$ cat config.mk
export PLATFORM = sky130hd
export DESIGN_NAME = load_store_unit
export DESIGN_NICKNAME = d
export VERILOG_FILES = /design/src/rtl/load_store_unit.sv
export SDC_FILE = /design/constraint.sdc
export NUM_CORES = 1
export LEC_CHECK = 0
export CORE_MARGIN = 2
export CORE_UTILIZATION = 50
export DETAILED_ROUTE_END_ITERATION = 7
export PLACE_DENSITY = 0.86
export SLEW_MARGIN = 5
export SYNTH_ARGS = -nofsm -noshare
export SYNTH_HDL_FRONTEND = slang
export SYNTH_SLANG_ARGS = --single-unit
$ cat constraint.sdc
create_clock -name clk -period 10.2 [get_ports clk]
set_input_delay 1.02 -clock clk [delete_from_list [all_inputs] [get_ports clk]]
set_output_delay 1.02 -clock clk [all_outputs]
set_load 0.02 [all_outputs]
$ cat src/rtl/load_store_unit.sv
// load_store_unit
// Byte/halfword/word load-store sequencer sitting between the pipeline
// control and a simple request/acknowledge memory port.
//
// Ports
//   clk, reset            : rising-edge clock, asynchronous active-high reset
//   start, is_store,      : operation request (sampled in IDLE only),
//   funct3, addr, wdata     RV32I width/sign code, effective address, store data
//   busy, done, err       : status; err is meaningful only while done=1
//   rdata                 : extended load result, held until the next good load
//   mem_req, mem_we,      : memory request port, all held stable in REQ
//   mem_addr, mem_be,
//   mem_wdata
//   mem_ack, mem_rdata    : memory accept / read return
module load_store_unit #(
    parameter int unsigned TIMEOUT = 255
) (
    input  logic        clk,
    input  logic        reset,
    input  logic        start,
    input  logic        is_store,
    input  logic [2:0]  funct3,
    input  logic [31:0] addr,
    input  logic [31:0] wdata,
    output logic        busy,
    output logic        done,
    output logic [1:0]  err,
    output logic [31:0] rdata,
    output logic        mem_req,
    output logic        mem_we,
    output logic [31:0] mem_addr,
    output logic [3:0]  mem_be,
    output logic [31:0] mem_wdata,
    input  logic        mem_ack,
    input  logic [31:0] mem_rdata
);

    typedef enum logic [1:0] {IDLE, REQ, DONE} state_t;

    localparam logic [1:0]  ERR_OK      = 2'b00;
    localparam logic [1:0]  ERR_MISALGN = 2'b01;
    localparam logic [1:0]  ERR_FUNCT3  = 2'b10;
    localparam logic [1:0]  ERR_TIMEOUT = 2'b11;
    // Last counter value before abort: counter runs 0..TIMEOUT-1, giving
    // exactly TIMEOUT cycles of mem_req.
    localparam logic [15:0] CNT_LAST    = 16'(TIMEOUT - 1);

    state_t      state, state_nx;
    logic        op_store;
    logic [2:0]  op_f3;
    logic [31:0] op_addr;
    logic [31:0] op_wdata;
    logic [15:0] wait_cnt;
    logic [1:0]  err_q;
    logic [31:0] rdata_q;

    logic        f3_ok;
    logic        misal;
    logic [1:0]  start_err;
    logic        timeout_hit;
    logic [3:0]  be_calc;
    logic [31:0] wdata_calc;
    logic [31:0] rd_shift;
    logic [7:0]  ld_byte;
    logic [15:0] ld_half;
    logic [31:0] load_val;

    // Decode the incoming request directly from the inputs: the error must be
    // known on the start edge to choose between REQ and DONE.
    always_comb begin
        f3_ok = is_store ? (funct3 inside {3'b000, 3'b001, 3'b010})
                         : (funct3 inside {3'b000, 3'b001, 3'b010, 3'b100, 3'b101});
        misal = ((funct3[1:0] == 2'b01) && addr[0]) ||
                ((funct3[1:0] == 2'b10) && (addr[1:0] != 2'b00));
        if (!f3_ok)      start_err = ERR_FUNCT3;
        else if (misal)  start_err = ERR_MISALGN;
        else             start_err = ERR_OK;
    end

    assign timeout_hit = (wait_cnt == CNT_LAST);

    // Lane steering from the latched operation; only legal codes reach REQ.
    always_comb begin
        case (op_f3[1:0])
            2'b00:   begin
                be_calc    = 4'b0001 << op_addr[1:0];
                wdata_calc = {4{op_wdata[7:0]}};
            end
            2'b01:   begin
                be_calc    = 4'b0011 << {op_addr[1], 1'b0};
                wdata_calc = {2{op_wdata[15:0]}};
            end
            default: begin
                be_calc    = 4'b1111;
                wdata_calc = op_wdata;
            end
        endcase
    end

    always_comb begin
        rd_shift = mem_rdata >> {op_addr[1:0], 3'b000};
        ld_byte  = rd_shift[7:0];
        ld_half  = op_addr[1] ? mem_rdata[31:16] : mem_rdata[15:0];
        case (op_f3)
            3'b000:  load_val = {{24{ld_byte[7]}}, ld_byte};
            3'b001:  load_val = {{16{ld_half[15]}}, ld_half};
            3'b100:  load_val = {24'h0, ld_byte};
            3'b101:  load_val = {16'h0, ld_half};
            default: load_val = mem_rdata;
        endcase
    end

    // FSM state register
    always_ff @(posedge clk or posedge reset) begin
        if (reset) state <= IDLE;
        else       state <= state_nx;
    end

    // FSM next state and outputs. Everything memory-facing is decoded from
    // the state so an asynchronous reset drops mem_req immediately.
    always_comb begin
        state_nx  = state;
        busy      = 1'b0;
        done      = 1'b0;
        err       = ERR_OK;
        mem_req   = 1'b0;
        mem_we    = 1'b0;
        mem_addr  = 32'h0;
        mem_be    = 4'b0000;
        mem_wdata = 32'h0;
        case (state)
            IDLE: begin
                if (start) state_nx = (start_err != ERR_OK) ? DONE : REQ;
            end
            REQ: begin
                busy      = 1'b1;
                mem_req   = 1'b1;
                mem_we    = op_store;
                mem_addr  = {op_addr[31:2], 2'b00};
                mem_be    = be_calc;
                mem_wdata = wdata_calc;
                // An ack in the last allowed cycle still completes normally.
                if (mem_ack || timeout_hit) state_nx = DONE;
            end
            DONE: begin
                busy     = 1'b1;
                done     = 1'b1;
                err      = err_q;
                state_nx = IDLE;
            end
            default: state_nx = IDLE;
        endcase
    end

    // Operation latch, wait counter, error code and load result
    always_ff @(posedge clk or posedge reset) begin
        if (reset) begin
            op_store <= 1'b0;
            op_f3    <= 3'b000;
            op_addr  <= 32'h0;
            op_wdata <= 32'h0;
            wait_cnt <= 16'h0;
            err_q    <= ERR_OK;
            rdata_q  <= 32'h0;
        end else begin
            case (state)
                IDLE: begin
                    if (start) begin
                        op_store <= is_store;
                        op_f3    <= funct3;
                        op_addr  <= addr;
                        op_wdata <= wdata;
                        wait_cnt <= 16'h0;
                        err_q    <= start_err;
                    end
                end
                REQ: begin
                    if (mem_ack) begin
                        err_q <= ERR_OK;
                        if (!op_store) rdata_q <= load_val;
                    end else if (timeout_hit) begin
                        err_q <= ERR_TIMEOUT;
                    end else begin
                        wait_cnt <= wait_cnt + 16'd1;
                    end
                end
                default: ;
            endcase
        end
    end

    assign rdata = rdata_q;

endmodule

### After elaboration in Yosys (flattened, before gate mapping)

Cells that the tools add are included.
Widths: inputs -> output; s select.

* flip-flop bits (word level): 120
* bits of input ports: 104

* $add $sub $neg: 1
* muxes and demuxes: 27
* bitwise gates (word level): 1
* eq/ne operators: 18
* shifts and indexed selects: 3
* reductions and logical operators: 19

Operators by type and width (number)
* $pmux 32 s4: 1
* $mux 16: 4
* $mux 32: 2
* $pmux 32 s2: 1
* $pmux 16 s2: 1
* $shr 32x5->8: 1
* $add 16x1->16 const B: 1
* $eq 16x8->1 const B: 1
* $mux 2: 8
* $eq 3x3->1 const B: 4
* $ne 2x2->1 const B: 4
* $pmux 2 s2: 2
* $pmux 4 s2: 1
* $eq 2x1->1 const B: 3
* $eq 3x1->1 const B: 2
* $logic_not 3->1: 2
* $mux 1: 6
* $reduce_and 3->1: 2
* $reduce_bool 2->1: 3
* $reduce_bool 5->1: 1
* $eq 2x2->1 const B: 2
* $logic_not 2->1: 2
* $mux 4: 1
* $reduce_and 2->1: 2
* 10 further kinds: 12

### Logic depth before layout (Yosys ltp)

* depth after elaboration: 9
* mapped depth: 8

### Least setup slack after synthesis

OpenSTA, ideal clock, no wires.

* path type: reg-to-output
* start point: register state[1]
* end point: output port mem_wdata[15]
* cell stages (with the launch flop): 8
* buffers on the path: 3
* slack: 7.330 ns
* required time: 9.180 ns
* arrival: 1.850 ns
* cell sequence: dfrtp_1 > inv_1 > ha_1 > buf_2 > inv_1 > clkbuf_1 > buf_1 > a21oi_1

* cells in the longest elaborated chain, start to end: 2

RTL lines
* start, declared: RTL line 48 `state_t state, state_nx;`
* start signal, assigned: RTL line 116 `else state <= state_nx;`
* $eq 2x1->1: RTL line 131 `case (state)`
* $mux 32: RTL line 131
* end, declared: RTL line 33 `output logic [31:0] mem_wdata,`

No other way between the ends.

### Final worst setup path

* start point: register op_f3[1]
* end point: output port mem_wdata[8]

* cells in the longest elaborated chain, start to end: 3
* elaborated cells between the ends (all ways): 4
* those cells by class: eq/ne: 1; mux: 2; reduce/logical: 1

RTL lines
* start, declared: RTL line 50 `logic [2:0] op_f3;`
* start signal, assigned: RTL line 170 `op_f3 <= funct3;`
* $eq 2x1->1 or $logic_not 2->1 (tied branches): RTL line 84 `case (op_f3[1:0])`
* $pmux 32 s2 *: RTL line 84
* $mux 32 *: RTL line 131

Every way passes the cells marked *; elsewhere a longest branch is shown, timed or not.

==> results.rst <==
.. list-table::
   :header-rows: 1

   * - Metric
     - Value
   * - Number of cells traversed by the worst hold path
     - 2
   * - Summed instance area of the synthesized netlist
     - about 6400 sq um
   * - Root buffer cell
     - sky130_fd_sc_hd__clkbuf_16
   * - Setup slack of the worst register-to-register path
     - 7.75 ns
   * - Number of max-capacitance violations reported
     - 0
   * - Area used by sequential logic in the layout
     - roughly 3000 sq um
   * - DRC violation count after routing
     - 0
   * - Tightest Pin Transition
     - roughly 1.2 ns
   * - Post-detailed-routing wire length
     - about 20,000 microns
   * - Required @ worst endpoint
     - roughly 9 ns
   * - First-pass GRT wire length
     - between 30,000 and 40,000 microns
   * - Horizontal die dimension
     - approximately 120 microns
   * - Overflow left after global routing
     - 0
   * - Number of diodes
     - 0
   * - Arrival time reported for the critical path endpoint
     - about 3.1 ns
   * - Clock Tree Buf Depth
     - 2
   * - Initial core utilization
     - 0.510
   * - Fillers
     - approximately 900
   * - Kind of launch point of the worst setup path
     - flip-flop
   * - Sum Neg Setup Slack
     - 0 ns
   * - Final core occ
     - 0.730
   * - Row Count
     - 41
   * - Path category of the worst min-delay check
     - reg -> reg
   * - Layout cells sized above 1
     - 0.142
   * - Dpl hpwl
     - 13,600 microns
   * - Unrepaired setup endpoints after global routing
     - false
   * - Setup violation total in the final timing report
     - 0
   * - Origin of the worst min-delay path
     - rdata[6]$_DFFE_PP0P_
   * - Max Slew Vio Count
     - 0
   * - Number of levels the H-tree was split into
     - 4
   * - VDD IR-drop max
     - ~0.17 mV
   * - Final Critical Period
     - 4.14 ns
   * - Worst reg2reg path endpoint
     - rdata[13]$_DFFE_PP0P_
   * - Clock edge transition at the registers on the reported setup and hold paths
     - about 0.050 ns
   * - Outcome
     - finished, final reports clean
   * - Number of nets in the layout
     - between 900 and 1,000
   * - Number of enable flip-flop cells after synthesis
     - 0
   * - Routability congestion estimate from global placement
     - 0.887
   * - Number of global-route vias before repair
     - approximately 6,000
   * - Number of buffer cells added on primary ports
     - between 200 and 250
   * - Clock tree from TritonCTS
     - built
   * - Overall track demand over capacity in global routing
     - 0.298
   * - Number of I/O pins
     - 210
   * - Post-synthesis sequential area ratio
     - 0.471
   * - Area occupied by multi-input gates
     - about 3100 sq um
   * - Std-Cell Core Area
     - roughly 13,000 sq um
   * - Flip-flop and latch count after synthesis
     - 120
   * - Synthesized instance count
     - ~640
   * - Leakage component of the power
     - roughly 3.8 nW
   * - Count of cell types in the netlist
     - 57
   * - Final worst-path cycle share
     - 0.406
   * - Maximum fanout along the worst path
     - 66
   * - Power density normalized to cell area
     - around 290 nW/um^2
   * - Overall via count from detail_route
     - 5,914
   * - Min-Delay Endpoint
     - rdata[6]$_DFFE_PP0P_
   * - Clock tree skew after final layout
     - approximately 0.0095 ns
   * - Setup crit end kind
     - primary output
   * - Number of setup buffers added after CTS
     - 0
   * - Total design power
     - about 2.6 mW
   * - Worst flop-to-flop path startpoint
     - state[1]$_DFFE_PP0P_
   * - Relative area change from synthesis to final layout
     - 43.2%
   * - Register-to-Register Path Depth
     - 7
   * - Average instance area after synthesis
     - 9.95 sq um
   * - Highest-count cells in the layout ignoring fill and taps
     - sky130_fd_sc_hd__clkdlybuf4s50_1, sky130_fd_sc_hd__dfrtp_1, sky130_fd_sc_hd__mux2_2
   * - Critical path class
     - reg -> out
   * - Maximum number of pins on one net before global-route repair
     - 71
   * - Number of nets still failing antenna checks after routing
     - 0
   * - Highest clock frequency the design can meet
     - between 0.2 and 0.25 GHz
   * - Share of Yosys cell area claimed by the top area cell type
     - 0.471
   * - Top cells by area, synth
     - sky130_fd_sc_hd__dfrtp_1, sky130_fd_sc_hd__mux2_2, sky130_fd_sc_hd__a21oi_1
   * - Clock Latency Late Sink
     - between 0.4 and 0.5 ns
   * - Wirelength per Cell
     - ~20 microns
   * - Library cell with the largest summed area after synthesis
     - sky130_fd_sc_hd__dfrtp_1
   * - Die area
     - around 14,000 sq um
   * - Worst max-slew margin expressed relative to the limit
     - 0.196
   * - Number of DRC markers in iteration 0
     - a little under 600
   * - Final hold vios
     - 0
   * - Cts hold-fix bufs
     - 0
   * - Die span in y
     - about 120 microns
   * - TritonCTS sink count
     - 120
   * - Most frequent standard cell in the layout excluding fill and tap cells
     - sky130_fd_sc_hd__clkdlybuf4s50_1
   * - Number of antenna violations at the first check in global routing
     - 0
   * - Async S/R FF share, synth
     - 1.00
   * - Most used flip-flop cell after synthesis
     - sky130_fd_sc_hd__dfrtp_1
   * - Total of warnings raised by yosys
     - 0
   * - Via/cell ratio
     - 5.85
   * - Number of clock buffers inserted by TritonCTS
     - 17
   * - Detailed Routing Iterations Pass 1
     - 5
   * - Post-CTS resize count
     - 0
-- metrics by stage --
stage | std cells | hold WS [ns] | instance area [sq um] | setup WS (ns)
3_3_place_gp | 979 | 0.471 | 8490 | 6.80
2_1_floorplan | 642 | 0.458 | 6380 | 5.99
3_5_place_dp | 979 | 0.483 | 8490 | 6.70
4_1_cts | 1011 | 0.495 | 9140 | 6.14
6_report | 1011 | 0.498 | 9140 | 6.06
5_1_grt | 1011 | 0.509 | 9140 | 5.95
-- report_power, final --
group	switching, mW	internal, mW	total, mW
clock network	0.224	0.438	0.662
registers	0.222	0.684	0.906
logic	0.524	0.524	1.05
-- worst max-delay path: stages (launching register included) --
cell and delay (ns):
sky130_fd_sc_hd__dfrtp_2 0.83, sky130_fd_sc_hd__nor2_1 0.80, sky130_fd_sc_hd__nand2_1 0.18, sky130_fd_sc_hd__a21oi_1 0.22, sky130_fd_sc_hd__clkdlybuf4s50_1 0.66
-- cell families after synthesis --
group                      after synthesis  synth area share
buffers and inverters                   56            0.0394
muxes                                   96             0.167
DFF                                    120             0.471
AOI/OAI and AO/OA                      130             0.124
adders and majority gates                5           0.00980
and+or+nand+nor                        232             0.188
xor gates and xnor gates                 1           0.00137
other                                    1          0.000588
-- area by class of cell --
class	count	area share
Tap cell	172	0.0236
Timing Repair Buffer	211	0.230
Inverter	10	0.00438
Clock inverter	13	0.0218
Clock buffer	19	0.0485
Multi-Input combinational cell	466	0.343
Sequential cell	120	0.329
-- routing by layer --
layer	global-route usage	wire length, microns
met2	0.498	9740
met5	0	0
met4	0.158	845
met3	0.105	1910
met1	0.338	7570
-- worst max path at each step --
stage	to	slack, ns	cells past startpoint	startpoint
after floorplan	err_q[0]$_DFFE_PP0P_	5.99	1	reset
after global placement	mem_wdata[8]	6.80	4	op_f3[1]$_DFFE_PP0P_
after detailed placement	mem_wdata[14]	6.70	4	op_f3[1]$_DFFE_PP0P_
after CTS	mem_wdata[8]	6.14	4	op_f3[1]$_DFFE_PP0P_
after global routing	mem_wdata[8]	5.95	4	op_f3[1]$_DFFE_PP0P_
final	mem_wdata[8]	6.06	4	op_f3[1]$_DFFE_PP0P_
-- synthesized netlist by cell type (all sizes together), types with 10 or more instances --
cell and count:
nand3 22, dfrtp 120, o21ai 34, buf 28, mux2 69, and2 42, clkbuf 18, nand2b 13
nand2 58, nor2 53, mux2i 26, inv 10, a21oi 53
-- flip-flops by register name, indices dropped and copies added, names as in the netlist --
name,cells
op_addr,32
op_wdata,32
rdata,32
wait_cnt,16
op_f3,3
err_q,2
state,2
op_store,1
No activity file was read; power rests on OpenSTA's default activity.
